`src/rtl/mc_ctrl.sv`:
```
// Multi-cycle control FSM for the RV32I core: sequences FETCH/DECODE/EXEC/MEM/WB and
// drives every datapath strobe, mux select and the immediate-extender format.
module mc_ctrl #(
    parameter int unsigned TO_W = 8
) (
    input  logic       clk_i,
    input  logic       rst_ni,
    input  logic [6:0] opcode_i,
    input  logic [2:0] funct3_i,
    input  logic       br_taken_i,
    input  logic       mem_ready_i,
    output logic       mem_req_o,
    output logic       mem_we_o,
    output logic       mem_ifetch_o,
    output logic       ir_we_o,
    output logic       pc_we_o,
    output logic [1:0] pc_src_o,
    output logic       rf_we_o,
    output logic [1:0] wd_sel_o,
    output logic       alu_src_a_o,
    output logic       alu_src_b_o,
    output logic [1:0] alu_ctrl_o,
    output logic [5:0] ext_op_o,
    output logic       illegal_o,
    output logic       bus_err_o,
    output logic [2:0] state_o
);

    typedef enum logic [2:0] {
        StIdle   = 3'd0,
        StFetch  = 3'd1,
        StDecode = 3'd2,
        StExec   = 3'd3,
        StMem    = 3'd4,
        StWb     = 3'd5,
        StTrap   = 3'd7
    } state_e;

    localparam logic [6:0] OpR     = 7'b0110011;
    localparam logic [6:0] OpImm   = 7'b0010011;
    localparam logic [6:0] OpLoad  = 7'b0000011;
    localparam logic [6:0] OpStore = 7'b0100011;
    localparam logic [6:0] OpBr    = 7'b1100011;
    localparam logic [6:0] OpLui   = 7'b0110111;
    localparam logic [6:0] OpAuipc = 7'b0010111;
    localparam logic [6:0] OpJal   = 7'b1101111;
    localparam logic [6:0] OpJalr  = 7'b1100111;

    localparam logic [5:0] ExtI = 6'b010000;
    localparam logic [5:0] ExtS = 6'b001000;
    localparam logic [5:0] ExtB = 6'b000100;
    localparam logic [5:0] ExtU = 6'b000010;
    localparam logic [5:0] ExtJ = 6'b000001;

    localparam logic [1:0] AluAdd   = 2'b00;
    localparam logic [1:0] AluSub   = 2'b01;
    localparam logic [1:0] AluFunct = 2'b10;
    localparam logic [1:0] AluPassB = 2'b11;

    // Last waiting count before the watchdog fires: 2**TO_W-1 waiting cycles in total.
    localparam logic [TO_W-1:0] WdLast = {{(TO_W-1){1'b1}}, 1'b0};

    state_e          state_q, state_d;
    logic [TO_W-1:0] wd_q, wd_d;
    logic            illegal_q, illegal_d;
    logic            bus_err_q, bus_err_d;

    logic is_r, is_imm, is_load, is_store, is_br, is_lui, is_auipc, is_jal, is_jalr, is_legal;
    logic [5:0] ext_dec;

    // funct3 is consumed by the datapath ALU decoder, not by the sequencer.
    logic unused_funct3;
    assign unused_funct3 = ^funct3_i;

    always_comb begin
        is_r     = (opcode_i == OpR);
        is_imm   = (opcode_i == OpImm);
        is_load  = (opcode_i == OpLoad);
        is_store = (opcode_i == OpStore);
        is_br    = (opcode_i == OpBr);
        is_lui   = (opcode_i == OpLui);
        is_auipc = (opcode_i == OpAuipc);
        is_jal   = (opcode_i == OpJal);
        is_jalr  = (opcode_i == OpJalr);
        is_legal = is_r | is_imm | is_load | is_store | is_br | is_lui | is_auipc | is_jal
                 | is_jalr;
    end

    always_comb begin
        ext_dec = 6'b000000;
        if (is_imm || is_load || is_jalr) begin
            ext_dec = ExtI;
        end else if (is_store) begin
            ext_dec = ExtS;
        end else if (is_br) begin
            ext_dec = ExtB;
        end else if (is_lui || is_auipc) begin
            ext_dec = ExtU;
        end else if (is_jal) begin
            ext_dec = ExtJ;
        end
    end

    always_comb begin
        state_d      = state_q;
        wd_d         = '0;
        illegal_d    = illegal_q;
        bus_err_d    = bus_err_q;
        mem_req_o    = 1'b0;
        mem_we_o     = 1'b0;
        mem_ifetch_o = 1'b0;
        ir_we_o      = 1'b0;
        pc_we_o      = 1'b0;
        pc_src_o     = 2'b00;
        rf_we_o      = 1'b0;
        wd_sel_o     = 2'b00;
        alu_src_a_o  = 1'b0;
        alu_src_b_o  = 1'b0;
        alu_ctrl_o   = AluAdd;
        ext_op_o     = 6'b000000;

        // ALU operand/function selects stay valid from EXEC through WB so alu_out is stable.
        if (state_q == StExec || state_q == StMem || state_q == StWb) begin
            if (is_r) begin
                alu_ctrl_o = AluFunct;
            end else if (is_imm) begin
                alu_ctrl_o  = AluFunct;
                alu_src_b_o = 1'b1;
            end else if (is_lui) begin
                alu_ctrl_o  = AluPassB;
                alu_src_b_o = 1'b1;
            end else if (is_auipc) begin
                alu_src_a_o = 1'b1;
                alu_src_b_o = 1'b1;
            end else if (is_load || is_store || is_jalr) begin
                alu_src_b_o = 1'b1;
            end else if (is_br) begin
                alu_ctrl_o = AluSub;
            end
        end

        if (state_q == StDecode || state_q == StExec || state_q == StMem || state_q == StWb) begin
            ext_op_o = ext_dec;
        end

        case (state_q)
            StIdle: begin
                state_d = StFetch;
            end
            StFetch: begin
                mem_req_o    = 1'b1;
                mem_ifetch_o = 1'b1;
                if (mem_ready_i) begin
                    ir_we_o = 1'b1;
                    pc_we_o = 1'b1;
                    state_d = StDecode;
                end else if (wd_q == WdLast) begin
                    bus_err_d = 1'b1;
                    state_d   = StTrap;
                end else begin
                    wd_d = wd_q + TO_W'(1);
                end
            end
            StDecode: begin
                if (is_legal) begin
                    state_d = StExec;
                end else begin
                    illegal_d = 1'b1;
                    state_d   = StTrap;
                end
            end
            StExec: begin
                if (is_br) begin
                    pc_we_o  = br_taken_i;
                    pc_src_o = 2'b10;
                    state_d  = StFetch;
                end else if (is_jal) begin
                    pc_we_o  = 1'b1;
                    pc_src_o = 2'b10;
                    state_d  = StWb;
                end else if (is_jalr) begin
                    pc_we_o  = 1'b1;
                    pc_src_o = 2'b01;
                    state_d  = StWb;
                end else if (is_load || is_store) begin
                    state_d = StMem;
                end else begin
                    state_d = StWb;
                end
            end
            StMem: begin
                mem_req_o = 1'b1;
                mem_we_o  = is_store;
                if (mem_ready_i) begin
                    state_d = is_load ? StWb : StFetch;
                end else if (wd_q == WdLast) begin
                    bus_err_d = 1'b1;
                    state_d   = StTrap;
                end else begin
                    wd_d = wd_q + TO_W'(1);
                end
            end
            StWb: begin
                rf_we_o = 1'b1;
                if (is_load) begin
                    wd_sel_o = 2'b01;
                end else if (is_jal || is_jalr) begin
                    wd_sel_o = 2'b10;
                end
                state_d = StFetch;
            end
            StTrap: begin
                state_d = StTrap;
            end
            default: begin
                state_d = StTrap;
            end
        endcase
    end

    always_ff @(posedge clk_i or negedge rst_ni) begin
        if (!rst_ni) begin
            state_q   <= StIdle;
            wd_q      <= '0;
            illegal_q <= 1'b0;
            bus_err_q <= 1'b0;
        end else begin
            state_q   <= state_d;
            wd_q      <= wd_d;
            illegal_q <= illegal_d;
            bus_err_q <= bus_err_d;
        end
    end

    assign illegal_o = illegal_q;
    assign bus_err_o = bus_err_q;
    assign state_o   = state_q;

endmodule

```
`config.mk`:
```
export PLATFORM = sky130hd
export DESIGN_NAME = mc_ctrl
export DESIGN_NICKNAME = d
export VERILOG_FILES = /design/src/rtl/mc_ctrl.sv
export SDC_FILE = /design/constraint.sdc
export NUM_CORES = 1
export LEC_CHECK = 0
export ABC_AREA = 1
export CAP_MARGIN = 20
export CELL_PAD_IN_SITES_DETAIL_PLACEMENT = 1
export CELL_PAD_IN_SITES_GLOBAL_PLACEMENT = 2
export CORE_AREA = 2 2 101 54
export CTS_CLUSTER_DIAMETER = 50
export CTS_CLUSTER_SIZE = 12
export DETAILED_ROUTE_END_ITERATION = 8
export DIE_AREA = 0 0 103 56
export GPL_TIMING_DRIVEN = 0
export PLACE_DENSITY = 0.87
export SLEW_MARGIN = 15
export SYNTH_ARGS = -nofsm -noshare
export SYNTH_HDL_FRONTEND = slang
export SYNTH_SLANG_ARGS = --single-unit
```
`constraint.sdc`:
```
create_clock -name clk_i -period 1.5 [get_ports clk_i]
set_input_delay 0.225 -clock clk_i [delete_from_list [all_inputs] [get_ports clk_i]]
set_output_delay 0.225 -clock clk_i [all_outputs]
set_load 0.02 [all_outputs]
```
==> impl_metrics.csv, run 1 <==
group,metric,value,unit
hold_path,min_path_type,"primary input to async pin",
logic_synthesis,synth_flop_cell,"dfrtp_1",
timing,max_freq,0.6264,GHz
power,p_leak,0.8851,nW
logic_synthesis,synth_nets,189,
layout,synthToLayoutAreaGrowth,72.84,%
floorplan,pin_count,39,
critical_path,cp.required,1270,ps
timing,finalMaxSlewViolations,0,
power,power.share.clock,13.6,%
clocking,ctsHtreeMaxLevel,1,
logic_synthesis,ys_warn_count,0,
floorplan,placement_rows,18,
route,vias,1261,
route,drt-pass1-iter-count,4,
route,wl,3632,µm
critical_path,cp-start-kind,"flip-flop",
layout,final_core_util,37.82,%
critical_path,cp.arrival,1370,ps
timing,tightest_slew,618.2,ps
critical_path,cp_max_fo,4,
logic_synthesis,yosys.area.top_type,"dfrtp_1",
floorplan,die_y,56,µm
clocking,cts_sinks,13,
clocking,clk_pin_slew_worst_paths,60,ps
grt,grt_pass1_vias,1318,
critical_path,rr_startpoint,"state_o[1]",
clocking,cts_buffers,3,
place,dp_slack,-944.6,ps
timing,setup_viol,12,
logic_synthesis,synth_top_cell_area_share,30.84,%
route,vias_per_cell,4.333,
route,first_iter_violations,17,
timing,fin_skew,2.303,ps
layout,drive_gt1_share,45.25,%
clocking,clock_latency,240,ps
logic_synthesis,synth_cell_types,22,
route,drc,0,
logic_synthesis,synth.cell_area,1055,µm²
grt,grt_usage,12.94,%
logic_synthesis,synth-edff-count,0,
outcome,violations,"negative setup slack",
timing,grt_setup_unrepaired,"true",
floorplan,die_area,5768,µm²
grt,grt_max_degree,14,
place,gp_congestion,0.7730,
timing,hold_violations,0,
power,power_density,1292,nW/µm²
logic_synthesis,yosysMostFrequentCell,"nand2_1",
critical_path,ff2ff_path_depth,9,
clocking,cts_hold_buf,0,
power,p_int,1.199,mW
clocking,root_buffer,"clkbuf_8",
grt,antenna_found_initial,0,
floorplan,core,4820,µm²
logic_synthesis,synthArstFlopShare,100.0,%
power,seq_power_share,21.7,%
route,wl_per_cell,12.48,µm
power,swShare,49.10,%
place,io_buffers,34,
critical_path,r2r_end,"wd_q[3]",
logic_synthesis,synthCells,172,
logic_synthesis,syn_area_per_cell,6.132,µm²
logic_synthesis,synthTopCellsByArea,"dfrtp_1, nand2_1, nor2_1",
power,p_sw,1.157,mW
outcome,status,"finished, violations left",
layout,diodes,0,
logic_synthesis,ys_ff_latch,13,
timing,min_period,1596,ps
critical_path,rrSetupSlack,90,ps
layout,stdcell_count,291,
timing,relSlewSlack,58.66,%
clocking,cts.path.max_buffers,2,
critical_path,worstSetupPathType,"flip-flop to output port",
floorplan,initial_utilization,21.88,%
grt,grt_pass1_wl,6065,µm
timing,fin_ws,-96.36,ps
layout,final_nets,239,
route,detail-route-antenna-nets,0,
power,pwr-share-comb,64.7,%
clocking,cts_tree,"yes",
logic_synthesis,synth_commonest_cells,"nand2_1, nor2_1, inv_1",
grt,grt-ovfl-total,0,
logic_synthesis,yosysSeqAreaShare,30.84,%
critical_path,endpoint_kind,"output port",
power,vdd.ir_drop.worst,0.3835,mV
place,dp_cells,276,
timing,fin_crit_sh,106.4,%
place,dp_hpwl,2594,µm
run,maxCapViolations,0,
floorplan,fp.dieW,103,µm
## worst max-delay path by stage
| stage | slack (ps) | end | start | depth (start not counted) |
|---|---|---|---|---|
| global route | -140 | alu_ctrl_o[0] | state_o[1] | 6 |
| floorplan | -90 | wd_sel_o[0] | state_o[1] | 5 |
| detailed placement | -940 | pc_we_o | opcode_i[5] | 8 |
| finish | -100 | ext_op_o[0] | state_o[1] | 4 |
| global placement | -930 | pc_we_o | opcode_i[5] | 8 |
| CTS | -110 | ext_op_o[0] | state_o[1] | 4 |
## area by class of cell
| type | count | area, µm² |
|---|---|---|
| Inverter | 30 | 127.6 |
| Multi-Input combinational cell | 128 | 822.0 |
| Clock buffer | 4 | 45.04 |
| Fill cell | 607 | 2997 |
| Sequential cell | 13 | 329.1 |
| Tap cell | 70 | 87.58 |
| Buffer | 1 | 7.507 |
| Timing Repair Buffer | 45 | 404.1 |
## critical path, stage by stage, from the launching register on
cell	delay [ps]
dfrtp_2	460
ha_4	320
nand2_1	70
nor3_2	110
buf_4	160
## timing repair
action / CTS / global route
pin swaps: 13 / 7
resized for setup: 161 / 30
setup buffers: 10 / 1
setup endpoints to repair: 22 / 23
## flip-flops by register name, summed over array words and instances (netlist names)
| register | flops |
|---|---|
| wd_q | 8 |
| state_o | 3 |
| bus_err_o | 1 |
| illegal_o | 1 |
## power groups by stage
| stage | combinational [mW] | sequential (mW) | clock [mW] |
|---|---|---|---|
| 3_3_place_gp | 1.10 | 0.520 | 0 |
| 4_1_cts | 1.48 | 0.510 | 0.328 |
| 3_5_place_dp | 1.12 | 0.523 | 0 |
| 5_1_grt | 1.68 | 0.522 | 0.339 |
| 2_1_floorplan | 0.684 | 0.546 | 0 |
| 6_report | 1.52 | 0.511 | 0.321 |
## cell families after synthesis
family / Yosys count / synth area share (%)
and+or+nand+nor: 110 / 46.26
buffers and inverters: 31 / 11.39
AOI/OAI and AO/OA: 13 / 6.761
DFF: 13 / 30.84
adders and majority gates: 3 / 3.559
xor gates and xnor gates: 1 / 0.8305
other: 1 / 0.3555
## layer usage
layer	routed length (µm)	global-route usage, %
met3	97	2.261
met2	1897	23.01
met4	39	3.195
met5	0	0
met1	1597	16.09
## placed cells by master, fill, tap and decap left out, types with 3 or more instances in the layout
cell type	n
buf_6	13
nor2_4	8
inv_2	10
nand3_1	10
nand2_1	33
clkdlybuf4s50_1	5
dfrtp_1	10
dfrtp_2	3
a21oi_1	5
clkbuf_2	3
clkbuf_8	3
nand3_4	4
nand2_2	11
nor2_1	25
dlygate4sd2_1	3
nor2_2	6
nand2_4	4
clkdlybuf4s15_2	3
buf_4	16
inv_1	16
## metrics by stage
stage / total power, mW / hold WS, ps / cell area, µm² / TNS (ps)
2_1_floorplan: 1.230 / -70.59 / 1095 / -98.63
3_3_place_gp: 1.617 / 463.9 / 1523 / -12240
4_1_cts: 2.319 / 391.6 / 1757 / -745.2
6_report: 2.356 / 366.9 / 1823 / -554.1
3_5_place_dp: 1.640 / 461.3 / 1523 / -12420
5_1_grt: 2.538 / 410.1 / 1823 / -1419
No activity file was read; power rests on OpenSTA's default activity.
==> inputs of run 2 (changes only) <==
--- a/config.mk
+++ b/config.mk
@@ -6,6 +6,7 @@
 export NUM_CORES = 1
 export LEC_CHECK = 0
 export ABC_AREA = 1
+export ABC_CLOCK_PERIOD_IN_PS = 1500
 export CAP_MARGIN = 20
 export CELL_PAD_IN_SITES_DETAIL_PLACEMENT = 1
 export CELL_PAD_IN_SITES_GLOBAL_PLACEMENT = 2
==> results of run 2 <==
Final layout, timing and power as in run 1 (identical DEF).
==> inputs of run 3 (changes only) <==
--- a/config.mk
+++ b/config.mk
@@ -6,17 +6,17 @@
 export NUM_CORES = 1
 export LEC_CHECK = 0
 export ABC_AREA = 1
-export ABC_CLOCK_PERIOD_IN_PS = 1500
+export ABC_CLOCK_PERIOD_IN_PS = 1840
 export CAP_MARGIN = 20
 export CELL_PAD_IN_SITES_DETAIL_PLACEMENT = 1
 export CELL_PAD_IN_SITES_GLOBAL_PLACEMENT = 2
-export CORE_AREA = 2 2 101 54
+export CORE_AREA = 2 2 99 53
 export CTS_CLUSTER_DIAMETER = 50
 export CTS_CLUSTER_SIZE = 12
 export DETAILED_ROUTE_END_ITERATION = 8
-export DIE_AREA = 0 0 103 56
+export DIE_AREA = 0 0 101 55
 export GPL_TIMING_DRIVEN = 0
-export PLACE_DENSITY = 0.87
+export PLACE_DENSITY = 0.89
 export SLEW_MARGIN = 15
 export SYNTH_ARGS = -nofsm -noshare
 export SYNTH_HDL_FRONTEND = slang
==> constraint.sdc (replaced) <==
create_clock -name clk_i -period 1.84 [get_ports clk_i]
set_input_delay 0.276 -clock clk_i [delete_from_list [all_inputs] [get_ports clk_i]]
set_output_delay 0.276 -clock clk_i [all_outputs]
set_load 0.02 [all_outputs]
==> run 3 against run 2 <==
Effect of this change: the run now ends clean; clock skew is essentially flat; sequential cell count stayed put; routed wire length fell by 2.5%; sequential power shrank 17%; combinational power is 35% lower; first-iteration DRC count rose to 3.0 times the previous value; critical path type unchanged.
==> impl_metrics.csv, run 3 (same netlist as run 1, synthesis figures left out) <==
group,metric,value,unit
timing,grt_setup_unrepaired,"true",
clocking,cts_sinks,13,
route,vias,1203,
layout,drive_gt1_share,29.41,%
critical_path,crit_end,"ext_op_o[1]",
critical_path,cp_num_buf_inv,2,
floorplan,core,4730,µm²
timing,fin_skew,1.881,ps
timing,finalMaxSlewViolations,0,
critical_path,worstSetupPathType,"flip-flop to output port",
critical_path,cp.arrival,1540,ps
route,drc,0,
critical_path,cpPeakStageDelay,470,ps
grt,grt_usage,13.61,%
timing,relSlewSlack,61.09,%
grt,grt-ovfl-total,0,
critical_path,endpoint_kind,"output port",
place,dp_hpwl,2839,µm
critical_path,r2r_end,"wd_q[3]",
layout,final_nets,239,
power,vdd.ir_drop.worst,0.2664,mV
floorplan,placement_rows,18,
timing,tightest_slew,581.9,ps
place,io_buffers,34,
outcome,status,"completed",
critical_path,rr_startpoint,"wd_q[0]",
timing,fin_crit_sh,98.54,%
critical_path,crit_start,"state_o[1]",
timing,hold_violations,0,
place,gp_congestion,0.7823,
route,wl,3542,µm
critical_path,cp_max_fo,7,
power,total_power,1.663,mW
power,p_leak,0.8496,nW
floorplan,initial_utilization,22.30,%
power,power_density,1029,nW/µm²
clocking,root_buffer,"clkbuf_8",
floorplan,pin_count,39,
timing,fin_tns_setup,0,ps
place,place_area,1470,µm²
clocking,cts_hold_buf,0,
critical_path,cp.depth,4,
layout,diodes,0,
critical_path,rrSetupSlack,420,ps
clocking,cts.path.max_buffers,2,
critical_path,crit_chain,"ha_1 -> inv_1 -> nor3_2 -> buf_4",
clocking,ctsHtreeMaxLevel,1,
floorplan,die_y,55,µm
route,drt-pass1-iter-count,4,
grt,grt_max_degree,14,
clocking,clk_pin_slew_worst_paths,50,ps
clocking,cts_buffers,3,
layout,final_common_cell,"nand2_1",
floorplan,fp.dieW,101,µm
layout,multi_input_area,688.2,µm²
layout,stdcell_count,281,
grt,grt_pass1_vias,1108,
layout,final_cell_mix,"nand2_1, nor2_1, inv_1",
critical_path,slowest_stage,"dfrtp_2",
place,dp_slack,-715.6,ps
grt,grt_pass1_wl,5658,µm
layout,final_core_util,34.18,%
grt,antenna_found_initial,0,
run,maxCapViolations,0,
critical_path,cp.required,1560,ps
route,wl_per_cell,12.60,µm
route,detail-route-antenna-nets,0,
timing,max_freq,0.5515,GHz
route,vias_per_cell,4.281,
critical_path,cp-start-kind,"flip-flop",
hold_path,min_path_type,"primary input to async pin",
timing,setup_viol,0,
layout,num-fill-cells,601,
timing,fin_ws,26.79,ps
clocking,cts_tree,"yes",
layout,fin_area,1617,µm²
layout,top_register,"wd_q",
layout,largest_reg_flops,8,
layout,seqCellArea,329.1,µm²
critical_path,critPathTopFamily,"flip-flops",
place,dp_cells,266,
critical_path,ff2ff_path_depth,9,
route,first_iter_violations,51,
layout,synthToLayoutAreaGrowth,53.26,%
timing,holdWs,407.7,ps
floorplan,die_area,5555,µm²
timing,min_period,1813,ps
clocking,clock_latency,240,ps
-- run 3: repair_timing --
action | CTS | global route
setup endpoints to repair | 19 | 13
setup buffers | 5 | 6
cloned | 0 | 0
gates resized for setup | 85 | 22
pin swaps | 4 | 0
-- run 3: worst min path at each step --
stage,startpoint,to,depth (start not counted),slack (ps)
after floorplan,rst_ni,bus_err_o,0,-20
after global placement,illegal_o,illegal_o,2,470
after detailed placement,illegal_o,illegal_o,2,460
after CTS,rst_ni,wd_q[5],1,430
after global routing,rst_ni,wd_q[1],1,450
final,rst_ni,wd_q[5],1,410
-- run 3: layer usage --
| metal | vias up | share of wire (%) | routed length (µm) | track usage, % |
|---|---|---|---|---|
| li1 | 632 | - | - | - |
| met1 | 545 | 60 | 2110 | 22.52 |
| met2 | 24 | 35 | 1248 | 16.67 |
| met3 | 2 | 4.6 | 162 | 3.643 |
| met4 | 0 | 0.59 | 21 | 2.027 |
| met5 | - | 0 | 0 | 0 |
-- run 3: worst reg2reg max path: stages (launching register included) --
cell and delay, ps:
dfrtp_1 410, inv_1 80, ha_1 170, nand2_1 50, nor2_1 100, nand2_1 170, nand3_4 150, inv_2 70
nand2_1 60, nor2_1 40
-- run 3: layout make-up --
class	instances	area share, %
Multi-Input combinational cell	128	42.57
Timing Repair Buffer	45	22.21
Sequential cell	13	20.36
Inverter	30	6.966
Tap cell	60	4.644
Clock buffer	4	2.786
Buffer	1	0.4644
-- run 3: report_power, final --
part	switching (mW)	internal [mW]
clock network	0.0959	0.153
registers	0.0819	0.341
logic	0.603	0.388
total	0.781	0.882
